--- config.mk ---
export PLATFORM = sky130hd
export DESIGN_NAME = feature_list_collector
export DESIGN_NICKNAME = d
export VERILOG_FILES = /design/src/rtl/feature_list_collector.sv
export SDC_FILE = /design/constraint.sdc
export NUM_CORES = 1
export LEC_CHECK = 0
export CORE_MARGIN = 1
export CORE_UTILIZATION = 45
export CTS_CLUSTER_SIZE = 10
export DETAILED_ROUTE_END_ITERATION = 8
export GPL_TIMING_DRIVEN = 0
export MAX_ROUTING_LAYER = met4
export PLACE_DENSITY = 0.79
export SKIP_LAST_GASP = 1
export SYNTH_ARGS = -nofsm -noshare
export SYNTH_HDL_FRONTEND = slang
export SYNTH_SLANG_ARGS = --single-unit
--- constraint.sdc ---
create_clock -name clock -period 2.15 [get_ports clock]
set_clock_uncertainty 0.15 [all_clocks]
set_input_delay 0.43 -clock clock [delete_from_list [all_inputs] [get_ports clock]]
set_output_delay 0.43 -clock clock [all_outputs]
set_load 0.005 [all_outputs]
--- src/rtl/feature_list_collector.sv ---
// Feature list collector: records {row, col} of detector hits in a raster
// stream into a fixed-size list, with optional same-row spacing suppression.
module feature_list_collector #(
    parameter int unsigned IMG_W    = 160,
    parameter int unsigned MAX_FEAT = 10,
    parameter int unsigned CRD_W    = 12,
    parameter int unsigned MIN_SEP  = 0
) (
    input  logic                           clock,
    input  logic                           nReset,
    input  logic                           frameStart,
    input  logic                           inValid,
    input  logic                           isFeature,
    input  logic                           frameLast,
    input  logic                           doneAck,
    output logic [MAX_FEAT*2*CRD_W-1:0]    position,
    output logic [6:0]                     featCount,
    output logic                           overflow,
    output logic                           frameDone,
    output logic                           busy
);

    localparam int unsigned SLOT_W = 2 * CRD_W;
    localparam int unsigned POS_W  = MAX_FEAT * SLOT_W;
    localparam int unsigned CNT_W  = 7;

    typedef enum logic [1:0] {
        ST_IDLE    = 2'd0,
        ST_COLLECT = 2'd1,
        ST_DONE    = 2'd2
    } state_t;

    state_t             state_q, state_d;
    logic [CRD_W-1:0]   col_q, col_d;
    logic [CRD_W-1:0]   row_q, row_d;
    logic [CRD_W-1:0]   last_col_q, last_col_d;
    logic               last_vld_q, last_vld_d;
    logic [CNT_W-1:0]   count_q, count_d;
    logic               overflow_q, overflow_d;
    logic [POS_W-1:0]   position_q, position_d;
    logic               done_q, done_d;
    logic               busy_q, busy_d;

    logic [CRD_W-1:0]   col_gap_c;
    logic               sep_ok_c;
    logic               room_c;

    // Spacing test against the last kept column on the current row
    always_comb begin
        col_gap_c = col_q - last_col_q;
        sep_ok_c  = (MIN_SEP == 0) || !last_vld_q || (col_gap_c >= CRD_W'(MIN_SEP));
        room_c    = (count_q < CNT_W'(MAX_FEAT));
    end

    // Next-state, raster counters and list update
    always_comb begin
        state_d    = state_q;
        col_d      = col_q;
        row_d      = row_q;
        last_col_d = last_col_q;
        last_vld_d = last_vld_q;
        count_d    = count_q;
        overflow_d = overflow_q;
        position_d = position_q;

        if (frameStart) begin
            state_d    = ST_COLLECT;
            col_d      = '0;
            row_d      = '0;
            last_vld_d = 1'b0;
            count_d    = '0;
            overflow_d = 1'b0;
        end else begin
            case (state_q)
                ST_COLLECT: begin
                    if (inValid) begin
                        if (isFeature && sep_ok_c) begin
                            if (room_c) begin
                                for (int unsigned k = 0; k < MAX_FEAT; k++) begin
                                    if (count_q == CNT_W'(k)) begin
                                        position_d[k*SLOT_W +: SLOT_W] = {row_q, col_q};
                                    end
                                end
                                count_d    = count_q + CNT_W'(1);
                                last_col_d = col_q;
                                last_vld_d = 1'b1;
                            end else begin
                                overflow_d = 1'b1;
                            end
                        end
                        // Row wrap forgets the last kept column, even one kept on this beat
                        if (col_q == CRD_W'(IMG_W - 1)) begin
                            col_d      = '0;
                            last_vld_d = 1'b0;
                            if (row_q != {CRD_W{1'b1}}) begin
                                row_d = row_q + CRD_W'(1);
                            end
                        end else begin
                            col_d = col_q + CRD_W'(1);
                        end
                        if (frameLast) begin
                            state_d = ST_DONE;
                        end
                    end
                end
                ST_DONE: begin
                    if (doneAck) begin
                        state_d = ST_IDLE;
                    end
                end
                default: begin
                    state_d = state_q;
                end
            endcase
        end

        busy_d = (state_d == ST_COLLECT);
        done_d = (state_d == ST_DONE);
    end

    // State and datapath registers
    always_ff @(posedge clock or negedge nReset) begin
        if (!nReset) begin
            state_q    <= ST_IDLE;
            col_q      <= '0;
            row_q      <= '0;
            last_col_q <= '0;
            last_vld_q <= 1'b0;
            count_q    <= '0;
            overflow_q <= 1'b0;
            position_q <= '0;
            done_q     <= 1'b0;
            busy_q     <= 1'b0;
        end else begin
            state_q    <= state_d;
            col_q      <= col_d;
            row_q      <= row_d;
            last_col_q <= last_col_d;
            last_vld_q <= last_vld_d;
            count_q    <= count_d;
            overflow_q <= overflow_d;
            position_q <= position_d;
            done_q     <= done_d;
            busy_q     <= busy_d;
        end
    end

    assign position  = position_q;
    assign featCount = count_q;
    assign overflow  = overflow_q;
    assign frameDone = done_q;
    assign busy      = busy_q;

endmodule

==> reports/metrics.csv <==
stage,metric,value,unit
run_status,run status,"complete, but fails checks",
run_status,failing checks,negative setup slack,
floorplan,initial core utilization,0.465,
global_routing,initial antenna violation count,0,
floorplan,area of the core,23800,sq um
route,number of design-rule violations left by the first detailed-router iteration,514,
timing,count of endpoints failing setup in the final report,212,
global_routing,leftover overflow at the end of global routing,0,
timing,max-slew violations,0,
cts,clock slew at reported path FFs,0.05,ns
placed_design,pre-CTS WS,-1.07,ns
critical_path,Critical R2R Launch,featCount[4]$_DFFE_PN0P_,
critical_path,Max stage delay on crit path,0.47,ns
finish,footprint of the multi-input gates,4290,sq um
route,Final Routed Wirelength,33000,um
synthesis,number of synthesized register bits,276,
global_routing,first-pass GRT wire length,48800,um
worst_hold_path,worst min-delay path class,in2reg,
floorplan,die area,25200,sq um
power_and_ir_drop,power density over cell area,626,nW/um^2
synthesis,count of yosys warnings during synthesis,0,
finish,number of nets in the finished design,1124,
cts,cts bufs inserted,31,
timing,post-route fraction of the period consumed by the critical path,1.06,
placed_design,Port Buffer Count,255,
synthesis,post-synthesis area per instance,14.7,sq um
cts,number of clock sinks,276,
timing,Rel. slew slack,0.530,
floorplan,number of rows created at floorplan,56,
synthesis,Synth Area in XOR/XNOR,0.00634,
finish,Final Util,0.695,
synthesis,fraction of synthesized area in multiplexers,0.245,
cts,root buffer cell,sky130_fd_sc_hd__clkbuf_16,
critical_path,Worst EP arrival,2.55,ns
floorplan,Die Width,159,um
cts,insertion delay of the later-clocked pin in the worst-skew pair,0.54,ns
timing,minimum period implied by the final worst setup slack,2.28,ns
synthesis,main flop type after synthesis,sky130_fd_sc_hd__dfrtp_1,
floorplan,vertical extent of the die,159,um
global_routing,maximum number of pins on one net before global-route repair,117,
cts,H-tree level count,1,
floorplan,IO Count,257,
route,final routed wire length divided by cell count,23.1,um
critical_path,startpoint type of the worst setup path,flop,
timing,Peak Freq,438,MHz
power_and_ir_drop,leakage dissipation,0.00785,uW
critical_path,CP Cell Sequence,or3_4 -> nor3_4 -> buf_6 -> nand4_4 -> buf_12 -> buf_8 -> mux2_2,
route,routed vias/inst,5.41,
timing,number of hold violations in the final report,0,
synthesis,cell area after synthesis,11100,sq um
synthesis,cell types occupying the most area after synthesis,"sky130_fd_sc_hd__dfrtp_1, sky130_fd_sc_hd__mux2_2, sky130_fd_sc_hd__mux2_1, sky130_fd_sc_hd__clkbuf_1, sky130_fd_sc_hd__ha_1",
finish,number of cells in the finished layout apart from fillers,1429,
route,number of nets with antenna violations after routing,0,
placed_design,half-perimeter wire length of the detailed placement result,19800,um
route,Pre-antenna DRT Iters,5,
global_routing,Overall Global Routing Usage,0.259,
critical_path,critical-path maximum fanout,5,
finish,final-layout fill cell count,1564,
synthesis,nets in the synthesized netlist,767,
finish,fraction of layout cells with a size suffix above 1,0.359,
placed_design,placed instance count,1327,
flow_run,number of maximum-capacitance violations,0,
synthesis,ys async rst share,1.00,
timing,worst hold slack,0.0982,ns
timing,min setup slack post-route,-0.131,ns
synthesis,adder-cell share of the synthesized area,0.0102,
synthesis,"area fraction in and, or, nand and nor cells after synthesis",0.0642,
critical_path,slowest cell on the critical path,sky130_fd_sc_hd__or3_4,
synthesis,combinational family with the most area after synthesis,multiplexers,
worst_hold_path,startpoint of the worst hold path,frameStart,
timing,setup repair after global routing missed its margin,true,
timing,pin slew with the least headroom to its limit,0.705,ns
critical_path,data required time of the worst path,2.42,ns
critical_path,capturing element type of the critical path,flop,
route,overall via count from detail_route,7732,
synthesis,synthesized instance count,751,
global_routing,vias in the first global route,8163,
synthesis,post-synth top area cell,sky130_fd_sc_hd__dfrtp_1,
cts,Clock Path Buffers,3,
critical_path,worst setup path category,reg2reg,
synthesis,fraction of post-synthesis cell area in the top cell type by area,0.625,
finish,Sequential cell area,6910,sq um
cts,clock tree from TritonCTS,yes,
finish,count of inserted antenna diode cells,0,
synthesis,number of synthesized flops with an enable pin,0,
route,DRC Markers,0,
placed_design,routability congestion estimate,0.850,
finish,relative area change from synthesis to final layout,49.3,%
synthesis,Compound-Gate Fraction of Synth Area,0.0220,
power_and_ir_drop,IR Drop Worst-Case VDD,0.696,mV
critical_path,Critical Path Start,featCount[4]$_DFFE_PN0P_,
synthesis,Unique masters post-synth,47,
synthesis,sequential area share after synthesis,0.625,
==> report_power, final <==
part           switching [uW]  internal, uW
logic                     353           259
clock network            1890          2530
registers                43.8          5250
==> kinds of logic (layout without fill, tap and decap cells) <==
family	count (synthesis)	after routing
adders and majority gates	9	9
AOI/OAI and AO/OA	37	37
and+or+nand+nor	113	113
muxes	241	241
xor gates and xnor gates	8	8
buffers and inverters	67	426
DFF	276	276
==> cells in the mapped netlist (2+ instances only) <==
library cell	instances
sky130_fd_sc_hd__a21boi_0	2
sky130_fd_sc_hd__a21oi_1	11
sky130_fd_sc_hd__a311oi_1	2
sky130_fd_sc_hd__a31oi_1	4
sky130_fd_sc_hd__a41oi_1	2
sky130_fd_sc_hd__and2_1	4
sky130_fd_sc_hd__and3_1	3
sky130_fd_sc_hd__and4_1	7
sky130_fd_sc_hd__buf_2	20
sky130_fd_sc_hd__buf_4	3
sky130_fd_sc_hd__buf_6	2
sky130_fd_sc_hd__clkbuf_1	31
sky130_fd_sc_hd__dfrtp_1	276
sky130_fd_sc_hd__ha_1	9
sky130_fd_sc_hd__inv_1	11
sky130_fd_sc_hd__mux2_1	26
sky130_fd_sc_hd__mux2_2	214
sky130_fd_sc_hd__nand2_1	21
sky130_fd_sc_hd__nand3_1	10
sky130_fd_sc_hd__nand4_1	8
sky130_fd_sc_hd__nand4_4	2
sky130_fd_sc_hd__nand4b_1	3
sky130_fd_sc_hd__nor2_1	16
sky130_fd_sc_hd__nor2b_1	4
sky130_fd_sc_hd__nor3_1	15
sky130_fd_sc_hd__nor4_1	4
sky130_fd_sc_hd__nor4_2	3
sky130_fd_sc_hd__o211ai_1	2
sky130_fd_sc_hd__o21a_1	2
sky130_fd_sc_hd__o21ai_0	5
sky130_fd_sc_hd__o31a_1	2
sky130_fd_sc_hd__o31ai_1	2
sky130_fd_sc_hd__or3_1	4
sky130_fd_sc_hd__or4_1	2
sky130_fd_sc_hd__xnor2_1	6
sky130_fd_sc_hd__xor2_1	2
==> placed cells by master, fill, tap and decap left out, types with 3 or more instances in the layout <==
cell and instances:
sky130_fd_sc_hd__nor3_1 14, sky130_fd_sc_hd__nor2_1 15, sky130_fd_sc_hd__clkbuf_1 30, sky130_fd_sc_hd__buf_4 30
sky130_fd_sc_hd__buf_8 15, sky130_fd_sc_hd__nor4_1 4, sky130_fd_sc_hd__nor4_4 4, sky130_fd_sc_hd__a31oi_1 4
sky130_fd_sc_hd__ha_1 7, sky130_fd_sc_hd__dfrtp_2 5, sky130_fd_sc_hd__nand2_8 5, sky130_fd_sc_hd__and3_1 3
sky130_fd_sc_hd__dlymetal6s2s_1 4, sky130_fd_sc_hd__nand3_1 10, sky130_fd_sc_hd__buf_16 11, sky130_fd_sc_hd__a21oi_1 11
sky130_fd_sc_hd__nand2_1 16, sky130_fd_sc_hd__clkbuf_16 35, sky130_fd_sc_hd__and4_1 7, sky130_fd_sc_hd__inv_1 10
sky130_fd_sc_hd__nor2b_1 4, sky130_fd_sc_hd__and2_1 4, sky130_fd_sc_hd__dlygate4sd3_1 3, sky130_fd_sc_hd__buf_6 21
sky130_fd_sc_hd__or3_1 3, sky130_fd_sc_hd__clkdlybuf4s50_1 250, sky130_fd_sc_hd__o21ai_0 5, sky130_fd_sc_hd__mux2_2 169
sky130_fd_sc_hd__dfrtp_1 271, sky130_fd_sc_hd__nand4_1 8, sky130_fd_sc_hd__buf_12 15, sky130_fd_sc_hd__mux2_4 70
sky130_fd_sc_hd__xnor2_1 6, sky130_fd_sc_hd__nand4b_1 3
==> area by class of cell <==
class                      count  share of cell area
timing repair buffer         330               0.218
inverter                      11             0.00250
multi-input combinational    408               0.260
clock buffer                  35              0.0479
tap                          319              0.0242
buffer                        50              0.0286
sequential                   276               0.419
==> metrics by stage <==
stage	TNS (ns)	instance area [sq um]	power, uW
final	-12.58	16500	10300
after global routing	-25.05	16500	10700
after detailed placement	-220.16	14200	5850
after CTS	-12.52	16200	10300
after global placement	-3319.10	14100	5820
after floorplan	-2.11	11200	5570
==> layer usage <==
layer  track usage  wire, um  vias to the layer above
met5             -         0                        -
met4        0.0790      1040                        0
met3        0.0624      2320                       63
met2         0.416     16100                      280
met1         0.324     13600                     4019
li1              -         -                     3370
==> worst max-delay path: cells and delay by family (launching register included) <==
kind,cells,cell delay (ns)
DFF,1,0.39
and+or+nand+nor,3,0.86
buffers and inverters,3,0.48
muxes,1,0.27
==> path summary, 6_finish.rpt <==
kind	endpoint	slack, ns	depth (start not counted)
max in group asynchronous	col_q[9]$_DFFE_PN0P_	0.62	3
max reg2reg	position[213]$_DFFE_PN0P_	-0.13	7
min in group asynchronous	position[237]$_DFFE_PN0P_	0.26	2
max	position[213]$_DFFE_PN0P_	-0.13	7
min	col_q[9]$_DFFE_PN0P_	0.1	4
min reg2reg	position[154]$_DFFE_PN0P_	0.35	1
==> repair_timing <==
action,4_1_cts,5_1_grt
buffers inserted,49,7
pin swaps,13,7
hold endpoints to repair,55,0
setup endpoints to repair,254,252
hold buffers,3,0
cloned,12,4
resized for setup,115,62
==> flip-flops by register name, summed over array words and instances (netlist names) <==
name and cells:
busy 1, state_q 2, frameDone 1, col_q 12, overflow 1, position 240
featCount 7, row_q 12
Power figures use the tool's default switching activity.
